===== config.mk =====
export PLATFORM = sky130hd
export DESIGN_NAME = scr_stack_ctrl_flat
export DESIGN_NICKNAME = d
export VERILOG_FILES = /design/src/rtl/scr_stack_ctrl_pkg.sv /design/src/rtl/scr_stack_ctrl_if.sv /design/src/rtl/scr_stack_ctrl_stack_ptr.sv /design/src/rtl/scr_stack_ctrl.sv /design/src/flat_wrapper.sv
export SDC_FILE = /design/constraint.sdc
export NUM_CORES = 1
export LEC_CHECK = 0
export BUFFER_PORTS_ARGS = -buffer_cell sky130_fd_sc_hd__buf_2
export CAP_MARGIN = 20
export CELL_PAD_IN_SITES_DETAIL_PLACEMENT = 0
export CELL_PAD_IN_SITES_GLOBAL_PLACEMENT = 1
export CORE_AREA = 2 2 82 84
export CTS_BUF_LIST = sky130_fd_sc_hd__clkbuf_8
export DETAILED_ROUTE_END_ITERATION = 10
export DIE_AREA = 0 0 84 86
export PLACE_DENSITY_LB_ADDON = 0.1
export SYNTH_ARGS = -nofsm -noshare
export SYNTH_HDL_FRONTEND = slang
export SYNTH_SLANG_ARGS = --single-unit
export TNS_END_PERCENT = 20

===== constraint.sdc =====
create_clock -name clk -period 2.4 [get_ports clk]
set_input_delay 0.12 -clock clk [delete_from_list [all_inputs] [get_ports clk]]
set_output_delay 0.12 -clock clk [all_outputs]
set_load 0.05 [all_outputs]

===== src/rtl/scr_stack_ctrl_pkg.sv =====
// Shared widths and enumerations for the RAT MCU scratch-RAM front end.
package scr_pkg;
    localparam int ADDR_W = 8;
    localparam int DATA_W = 10;

    typedef enum logic [1:0] {
        ADDR_DY   = 2'b00,
        ADDR_IMM  = 2'b01,
        ADDR_SP   = 2'b10,
        ADDR_SPM1 = 2'b11
    } scr_addr_sel_t;

    typedef enum logic {
        DATA_DX = 1'b0,
        DATA_PC = 1'b1
    } scr_data_sel_t;

    typedef enum logic [1:0] {
        IDLE  = 2'b00,
        CLEAR = 2'b01,
        DONE  = 2'b10
    } clr_state_t;
endpackage


===== src/rtl/scr_stack_ctrl_if.sv =====
// Control-unit <-> scratch front-end bundle; master is the control unit side.
interface scr_stack_ctrl_if #(
    parameter int ADDR_W = scr_pkg::ADDR_W,
    parameter int DATA_W = scr_pkg::DATA_W
);
    logic              SP_LD;
    logic              SP_INCR;
    logic              SP_DECR;
    logic [1:0]        SCR_ADDR_SEL;
    logic              SCR_DATA_SEL;
    logic              SCR_WE_REQ;
    logic [7:0]        DX_OUT;
    logic [7:0]        DY_OUT;
    logic [7:0]        IR_IMM;
    logic [DATA_W-1:0] PC_COUNT;
    logic              CLR_START;
    logic [7:0]        SP_OUT;
    logic [ADDR_W-1:0] SCR_ADDR;
    logic [DATA_W-1:0] SCR_DATA_IN;
    logic              SCR_WE;
    logic              BUSY;
    logic              CLR_DONE;
    logic              STK_ERR;

    modport master (
        output SP_LD, SP_INCR, SP_DECR, SCR_ADDR_SEL, SCR_DATA_SEL, SCR_WE_REQ,
               DX_OUT, DY_OUT, IR_IMM, PC_COUNT, CLR_START,
        input  SP_OUT, SCR_ADDR, SCR_DATA_IN, SCR_WE, BUSY, CLR_DONE, STK_ERR
    );

    modport slave (
        input  SP_LD, SP_INCR, SP_DECR, SCR_ADDR_SEL, SCR_DATA_SEL, SCR_WE_REQ,
               DX_OUT, DY_OUT, IR_IMM, PC_COUNT, CLR_START,
        output SP_OUT, SCR_ADDR, SCR_DATA_IN, SCR_WE, BUSY, CLR_DONE, STK_ERR
    );
endinterface


===== src/rtl/scr_stack_ctrl_stack_ptr.sv =====
// Stack pointer with a 0..256 occupancy counter and a sticky over/underflow flag.
module stack_ptr #(
    parameter logic [7:0] SP_RST = 8'h00
) (
    input  logic       clk,
    input  logic       rst,
    input  logic       en,
    input  logic       ld,
    input  logic       incr,
    input  logic       decr,
    input  logic [7:0] din,
    output logic [7:0] sp,
    output logic       stk_err
);
    import scr_pkg::*;

    localparam logic [8:0] DEPTH_MAX = 9'd256;

    logic [8:0] depth_q;

    always_ff @(posedge clk or posedge rst) begin
        if (rst) begin
            sp      <= SP_RST;
            depth_q <= '0;
            stk_err <= 1'b0;
        end else if (en) begin
            if (ld) begin
                sp      <= din;
                depth_q <= '0;
                stk_err <= 1'b0;
            end else if (decr && !incr) begin
                // SP always wraps; only the occupancy count saturates
                sp <= sp - 8'd1;
                if (depth_q == DEPTH_MAX) stk_err <= 1'b1;
                else                      depth_q <= depth_q + 9'd1;
            end else if (incr && !decr) begin
                sp <= sp + 8'd1;
                if (depth_q == 9'd0) stk_err <= 1'b1;
                else                 depth_q <= depth_q - 9'd1;
            end
        end
    end
endmodule


===== src/rtl/scr_stack_ctrl.sv =====
// Scratch-RAM front end: address/data muxing, stack pointer and zero-fill engine.
module scr_stack_ctrl #(
    parameter int         ADDR_W = scr_pkg::ADDR_W,
    parameter int         DATA_W = scr_pkg::DATA_W,
    parameter logic [7:0] SP_RST = 8'h00
) (
    input logic             clk,
    input logic             RST,
    scr_stack_ctrl_if.slave bus
);
    import scr_pkg::*;

    clr_state_t        state_q, state_d;
    logic [ADDR_W-1:0] cnt_q;
    logic [7:0]        sp;
    logic [ADDR_W-1:0] addr_mux;

    stack_ptr #(.SP_RST(SP_RST)) u_stack_ptr (
        .clk     (clk),
        .rst     (RST),
        .en      (state_q != CLEAR),
        .ld      (bus.SP_LD),
        .incr    (bus.SP_INCR),
        .decr    (bus.SP_DECR),
        .din     (bus.DX_OUT),
        .sp      (sp),
        .stk_err (bus.STK_ERR)
    );

    assign bus.SP_OUT = sp;

    always_ff @(posedge clk or posedge RST) begin
        if (RST) begin
            state_q <= IDLE;
            cnt_q   <= '0;
        end else begin
            state_q <= state_d;
            cnt_q   <= (state_q == CLEAR) ? cnt_q + 1'b1 : '0;
        end
    end

    always_comb begin
        state_d = state_q;
        case (state_q)
            IDLE:    if (bus.CLR_START) state_d = CLEAR;
            CLEAR:   if (&cnt_q)        state_d = DONE;
            DONE:    state_d = IDLE;
            default: state_d = IDLE;
        endcase
    end

    always_comb begin
        addr_mux = '0;
        case (scr_addr_sel_t'(bus.SCR_ADDR_SEL))
            ADDR_DY:   addr_mux = ADDR_W'(bus.DY_OUT);
            ADDR_IMM:  addr_mux = ADDR_W'(bus.IR_IMM);
            ADDR_SP:   addr_mux = ADDR_W'(sp);
            ADDR_SPM1: addr_mux = ADDR_W'(sp - 8'd1);
            default:   addr_mux = '0;
        endcase
    end

    // Clear engine owns the RAM port while active; otherwise the request mux drives it
    always_comb begin
        bus.SCR_ADDR    = addr_mux;
        bus.SCR_DATA_IN = (scr_data_sel_t'(bus.SCR_DATA_SEL) == DATA_PC) ?
                          bus.PC_COUNT : DATA_W'(bus.DX_OUT);
        bus.SCR_WE      = bus.SCR_WE_REQ & ~RST;
        bus.BUSY        = 1'b0;
        bus.CLR_DONE    = 1'b0;
        case (state_q)
            CLEAR: begin
                bus.SCR_ADDR    = cnt_q;
                bus.SCR_DATA_IN = '0;
                bus.SCR_WE      = 1'b1;
                bus.BUSY        = 1'b1;
            end
            DONE:    bus.CLR_DONE = 1'b1;
            default: ;
        endcase
    end
endmodule


===== src/flat_wrapper.sv =====
// flat-port wrapper written by rule: the top's interface ports become plain ports
module scr_stack_ctrl_flat import scr_pkg::*;
#(
    parameter int         ADDR_W = scr_pkg::ADDR_W,
    parameter int         DATA_W = scr_pkg::DATA_W,
    parameter logic [7:0] SP_RST = 8'h00
)
  (clk, RST, bus_SP_LD, bus_SP_INCR, bus_SP_DECR, bus_SCR_ADDR_SEL, bus_SCR_DATA_SEL, bus_SCR_WE_REQ, bus_DX_OUT, bus_DY_OUT, bus_IR_IMM, bus_PC_COUNT, bus_CLR_START, bus_SP_OUT, bus_SCR_ADDR, bus_SCR_DATA_IN, bus_SCR_WE, bus_BUSY, bus_CLR_DONE, bus_STK_ERR);
  scr_stack_ctrl_if #(.ADDR_W(ADDR_W), .DATA_W(DATA_W)) bus_i ();
  input logic clk;
  input logic RST;
  input wire logic [$bits(bus_i.SP_LD)-1:0] bus_SP_LD;
  input wire logic [$bits(bus_i.SP_INCR)-1:0] bus_SP_INCR;
  input wire logic [$bits(bus_i.SP_DECR)-1:0] bus_SP_DECR;
  input wire logic [$bits(bus_i.SCR_ADDR_SEL)-1:0] bus_SCR_ADDR_SEL;
  input wire logic [$bits(bus_i.SCR_DATA_SEL)-1:0] bus_SCR_DATA_SEL;
  input wire logic [$bits(bus_i.SCR_WE_REQ)-1:0] bus_SCR_WE_REQ;
  input wire logic [$bits(bus_i.DX_OUT)-1:0] bus_DX_OUT;
  input wire logic [$bits(bus_i.DY_OUT)-1:0] bus_DY_OUT;
  input wire logic [$bits(bus_i.IR_IMM)-1:0] bus_IR_IMM;
  input wire logic [$bits(bus_i.PC_COUNT)-1:0] bus_PC_COUNT;
  input wire logic [$bits(bus_i.CLR_START)-1:0] bus_CLR_START;
  output wire logic [$bits(bus_i.SP_OUT)-1:0] bus_SP_OUT;
  output wire logic [$bits(bus_i.SCR_ADDR)-1:0] bus_SCR_ADDR;
  output wire logic [$bits(bus_i.SCR_DATA_IN)-1:0] bus_SCR_DATA_IN;
  output wire logic [$bits(bus_i.SCR_WE)-1:0] bus_SCR_WE;
  output wire logic [$bits(bus_i.BUSY)-1:0] bus_BUSY;
  output wire logic [$bits(bus_i.CLR_DONE)-1:0] bus_CLR_DONE;
  output wire logic [$bits(bus_i.STK_ERR)-1:0] bus_STK_ERR;
  assign bus_i.SP_LD = bus_SP_LD;
  assign bus_i.SP_INCR = bus_SP_INCR;
  assign bus_i.SP_DECR = bus_SP_DECR;
  assign bus_i.SCR_ADDR_SEL = bus_SCR_ADDR_SEL;
  assign bus_i.SCR_DATA_SEL = bus_SCR_DATA_SEL;
  assign bus_i.SCR_WE_REQ = bus_SCR_WE_REQ;
  assign bus_i.DX_OUT = bus_DX_OUT;
  assign bus_i.DY_OUT = bus_DY_OUT;
  assign bus_i.IR_IMM = bus_IR_IMM;
  assign bus_i.PC_COUNT = bus_PC_COUNT;
  assign bus_i.CLR_START = bus_CLR_START;
  assign bus_SP_OUT = bus_i.SP_OUT;
  assign bus_SCR_ADDR = bus_i.SCR_ADDR;
  assign bus_SCR_DATA_IN = bus_i.SCR_DATA_IN;
  assign bus_SCR_WE = bus_i.SCR_WE;
  assign bus_BUSY = bus_i.BUSY;
  assign bus_CLR_DONE = bus_i.CLR_DONE;
  assign bus_STK_ERR = bus_i.STK_ERR;
  scr_stack_ctrl #(.ADDR_W(ADDR_W), .DATA_W(DATA_W), .SP_RST(SP_RST)) u_core (.clk(clk), .RST(RST), .bus(bus_i));
endmodule

==> impl_metrics.env <==
export IMPL_synthMuxAreaShare_pct=8.329
export IMPL_fmax_mhz=432.8
export IMPL_pwr_density_cell_nw_per_um2=703.7
export IMPL_setup_viol=0
export IMPL_status="complete, no violations"
export IMPL_fin_util_pct=46.16
export IMPL_first_pass_iters=4
export IMPL_grt_pass1_vias=2066
export IMPL_cts_tree="done"
export IMPL_nFillCells=668
export IMPL_core_um2=6277
export IMPL_place_gp_congestion=0.7994
export IMPL_layout_nets=408
export IMPL_reg2reg_to="u_core.u_stack_ptr.depth_q[0]"
export IMPL_critical_path_required_ns=2.28
export IMPL_die_width_um=84
export IMPL_routed_top_layer="met4"
export IMPL_yosysSeqAreaShare_pct=29.90
export IMPL_routedWlPerCell_um=15.20
export IMPL_drv_slew=0
export IMPL_mappedNetlistNets=337
export IMPL_routed_wl_mm=6.506
export IMPL_hold_viol_final=0
export IMPL_worstPathArrival_ns=2.19
export IMPL_placed_cells=425
export IMPL_synth_compound_area_share_pct=21.46
export IMPL_initial_core_util_pct=37.33
export IMPL_ys_warnings_count=0
export IMPL_n_antenna_cell=0
export IMPL_hp_class="primary input to asynchronous set/reset pin"
export IMPL_syn_inst=282
export IMPL_netlist_area_um2=2343
export IMPL_synthSimpleGateAreaFrac_pct=22.16
export IMPL_cp_start_kind="flop"
export IMPL_synth_fa_ha_area_share_pct=6.193
export IMPL_postSynth_asyncResetShare_pct=100.0
export IMPL_grt_max_degree=29
export IMPL_final_setup_skew_ns=0.004885
export IMPL_clk_root_buffer_cell="clkbuf_8"
export IMPL_finalCritPeriodShare_pct=96.27
export IMPL_post_cts_setup_buffers=0
export IMPL_tightest_slew_ns=0.6209
export IMPL_dieArea_um2=7224
export IMPL_clock_path_buffers=2
export IMPL_dr_first_iter_drc_count=103
export IMPL_synth_xor_area_share_pct=7.795
export IMPL_grt_ovfl_total=0
export IMPL_cts_made_buffers=3
export IMPL_ff_latch_area_um2=704.4
export IMPL_r2r_start="u_core.u_stack_ptr.depth_q[1]"
export IMPL_drt_vias_per_instance=5.299
export IMPL_cts_hold_buf=0
export IMPL_stdcell_count=428
export IMPL_worst_slack_ns=0.08953
export IMPL_synth_top_family_by_area="simple AND/OR/NAND/NOR gates"
export IMPL_clkLatencyLatePin_ns=0.27
export IMPL_r2r_slack_ns=0.44
export IMPL_ant_nets=0
export IMPL_drc_errors=0
export IMPL_worstPathMaxFanout=7
export IMPL_rsz0062_at_grt="true"
export IMPL_ys_ff_latch=28
export IMPL_synth_top_area_cell="dfrtp_1"
export IMPL_rows=29
export IMPL_die_h_um=86
export IMPL_ioPinCount=74
export IMPL_met1_length_mm=3.154
export IMPL_p_leak_nw=1.365
export IMPL_power_mw=2.039
export IMPL_dp_slack_ns=0.2753
export IMPL_drv_cap=0
export IMPL_ys_flop_type="dfrtp_1"
export IMPL_timing_hold_ws_ns=0.01923
export IMPL_critPathKind="flop to output pin"
export IMPL_fin_crit_ns=2.310
export IMPL_worstSetupEndpointType="output pin"
export IMPL_dp_hpwl_mm=5.020
export IMPL_vdd_ir_drop_max_v=0.0004232
export IMPL_antenna_found_initial=0
export IMPL_ctsHtreeMaxLevel=1
export IMPL_synth_edf_count=0
export IMPL_grt_util_all_layers_pct=18.05
export IMPL_vias=2268
export IMPL_maxSlewHeadroom_pct=58.61
export IMPL_ys_top_cells_by_area="dfrtp_1 (30%), mux2i_1 (6.4%), nor2_1 (5.4%)"
export IMPL_synth_top_area_share_pct=29.90
export IMPL_place_port_buffers=73
export IMPL_grt_pass1_wl_mm=10.68
export IMPL_syn_area_per_cell_um2=8.310
export IMPL_multiInputGateArea_um2=1580
export IMPL_path_clk_slew_ns=0.10
export IMPL_drive_above_1_share_pct=29.63
export IMPL_reg2reg_depth=5
export IMPL_dr_wl_met2_mm=2.986
export IMPL_met3_length_um=313
export IMPL_syn_to_final_growth_pct=23.65
export IMPL_cts_sinks=28
export IMPL_synth_cell_types=51
==> sequential cells by signal, summed over array words and instances (netlist names) <==
name / flops
u_core.u_stack_ptr.depth_q: 9
u_core.u_stack_ptr.stk_err: 1
u_core.u_stack_ptr.sp: 8
u_core.state_q: 2
u_core.cnt_q: 8
==> kinds of logic after synthesis <==
kind of cell             Yosys count
flip-flops                        28
XOR/XNOR                          20
buffers and inverters             24
multiplexers                      19
adder cells (fa/ha/maj)           11
AO/OA/AOI/OAI                     76
AND/OR/NAND/NOR                  104
==> metrics by stage <==
step           cell area, um2   TNS, ns
2_1_floorplan            2350   -0.7526
3_3_place_gp             2813         0
3_5_place_dp             2813         0
4_1_cts                  2860         0
5_1_grt                  2898  -0.03154
6_report                 2898         0
==> cell usage in the layout (no fill, tap or decap), types with 4 or more instances in the layout <==
master    instances
and3_1            4
a22o_1            6
nor3_1            4
ha_1             10
buf_2            70
dfrtp_1          25
nand3_1          13
xnor2_1          10
nand2_1          21
nand2b_1          5
nor2_1           34
a21o_1            4
inv_1             8
buf_4             9
mux2_2            4
mux2i_1          15
a22oi_1           5
a21oi_1          22
xor2_1            9
o21ai_0          18
==> metal layers <==
metal  up-vias  global-route usage, %
met5         -                      0
met4         0                  3.226
met3         4                  2.406
met2        58                  29.31
met1      1048                  26.04
li1       1158                      -
==> cells in the mapped netlist (2+ instances only) <==
cell type  count
xnor2_1       10
nor4_1         3
dfrtp_1       28
inv_1          8
nand2_1       21
xor2_1         9
o211ai_1       3
a21o_1         4
nor3_1         5
a21oi_1       22
or4_1          3
ha_1          10
o21ai_0       21
and3_1         4
nor2_1        34
mux2_2         4
nand3_1       13
clkbuf_1      13
mux2i_1       15
o21a_1         2
a22o_1         6
a31o_2         2
or3_1          3
buf_2          2
nor2b_1        3
a22oi_1        5
nand2b_1       5
==> repair_timing <==
action | CTS | global route
setup endpoints to repair | 1 | 4
endpoints found under the hold margin | 0 | 0
resized for setup | 1 | 12
pin swaps | 0 | 1
==> power breakdown <==
part | leakage, nW | internal (mW) | switching, mW | total [mW]
registers | 0.347 | 0.576 | 0.139 | 0.715
clock network | 0.0216 | 0.113 | 0.145 | 0.257
logic | 0.996 | 0.398 | 0.669 | 1.07
total | 1.36 | 1.09 | 0.953 | 2.04
==> worst max-delay path: stages, from the launching register on <==
cell and delay (ns):
dfrtp_2 0.47, or4b_1 0.60, nor3_2 0.17, xor2_1 0.23
a21oi_1 0.10, o21ai_1 0.14, buf_4 0.22
==> cell type report <==
class                           instances  area share [%]
Clock buffer                            3           1.425
Inverter                                9           1.339
Multi-Input combinational cell        230           54.53
Sequential cell                        28           24.31
Tap cell                               77           3.325
Timing Repair Buffer                   81           15.07
==> worst max path at each step <==
stage                              from               to  slack (ns)
3_3_place_gp   u_core.u_stack_ptr.sp[0]  bus_SCR_ADDR[6]        0.31
4_1_cts        u_core.u_stack_ptr.sp[1]  bus_SCR_ADDR[7]       0.003
5_1_grt        u_core.u_stack_ptr.sp[2]  bus_SCR_ADDR[7]       -0.02
3_5_place_dp   u_core.u_stack_ptr.sp[0]  bus_SCR_ADDR[6]        0.28
6_report       u_core.u_stack_ptr.sp[2]  bus_SCR_ADDR[5]        0.09
2_1_floorplan  u_core.u_stack_ptr.sp[2]  bus_SCR_ADDR[7]       -0.23
Power figures use the tool's default switching activity.
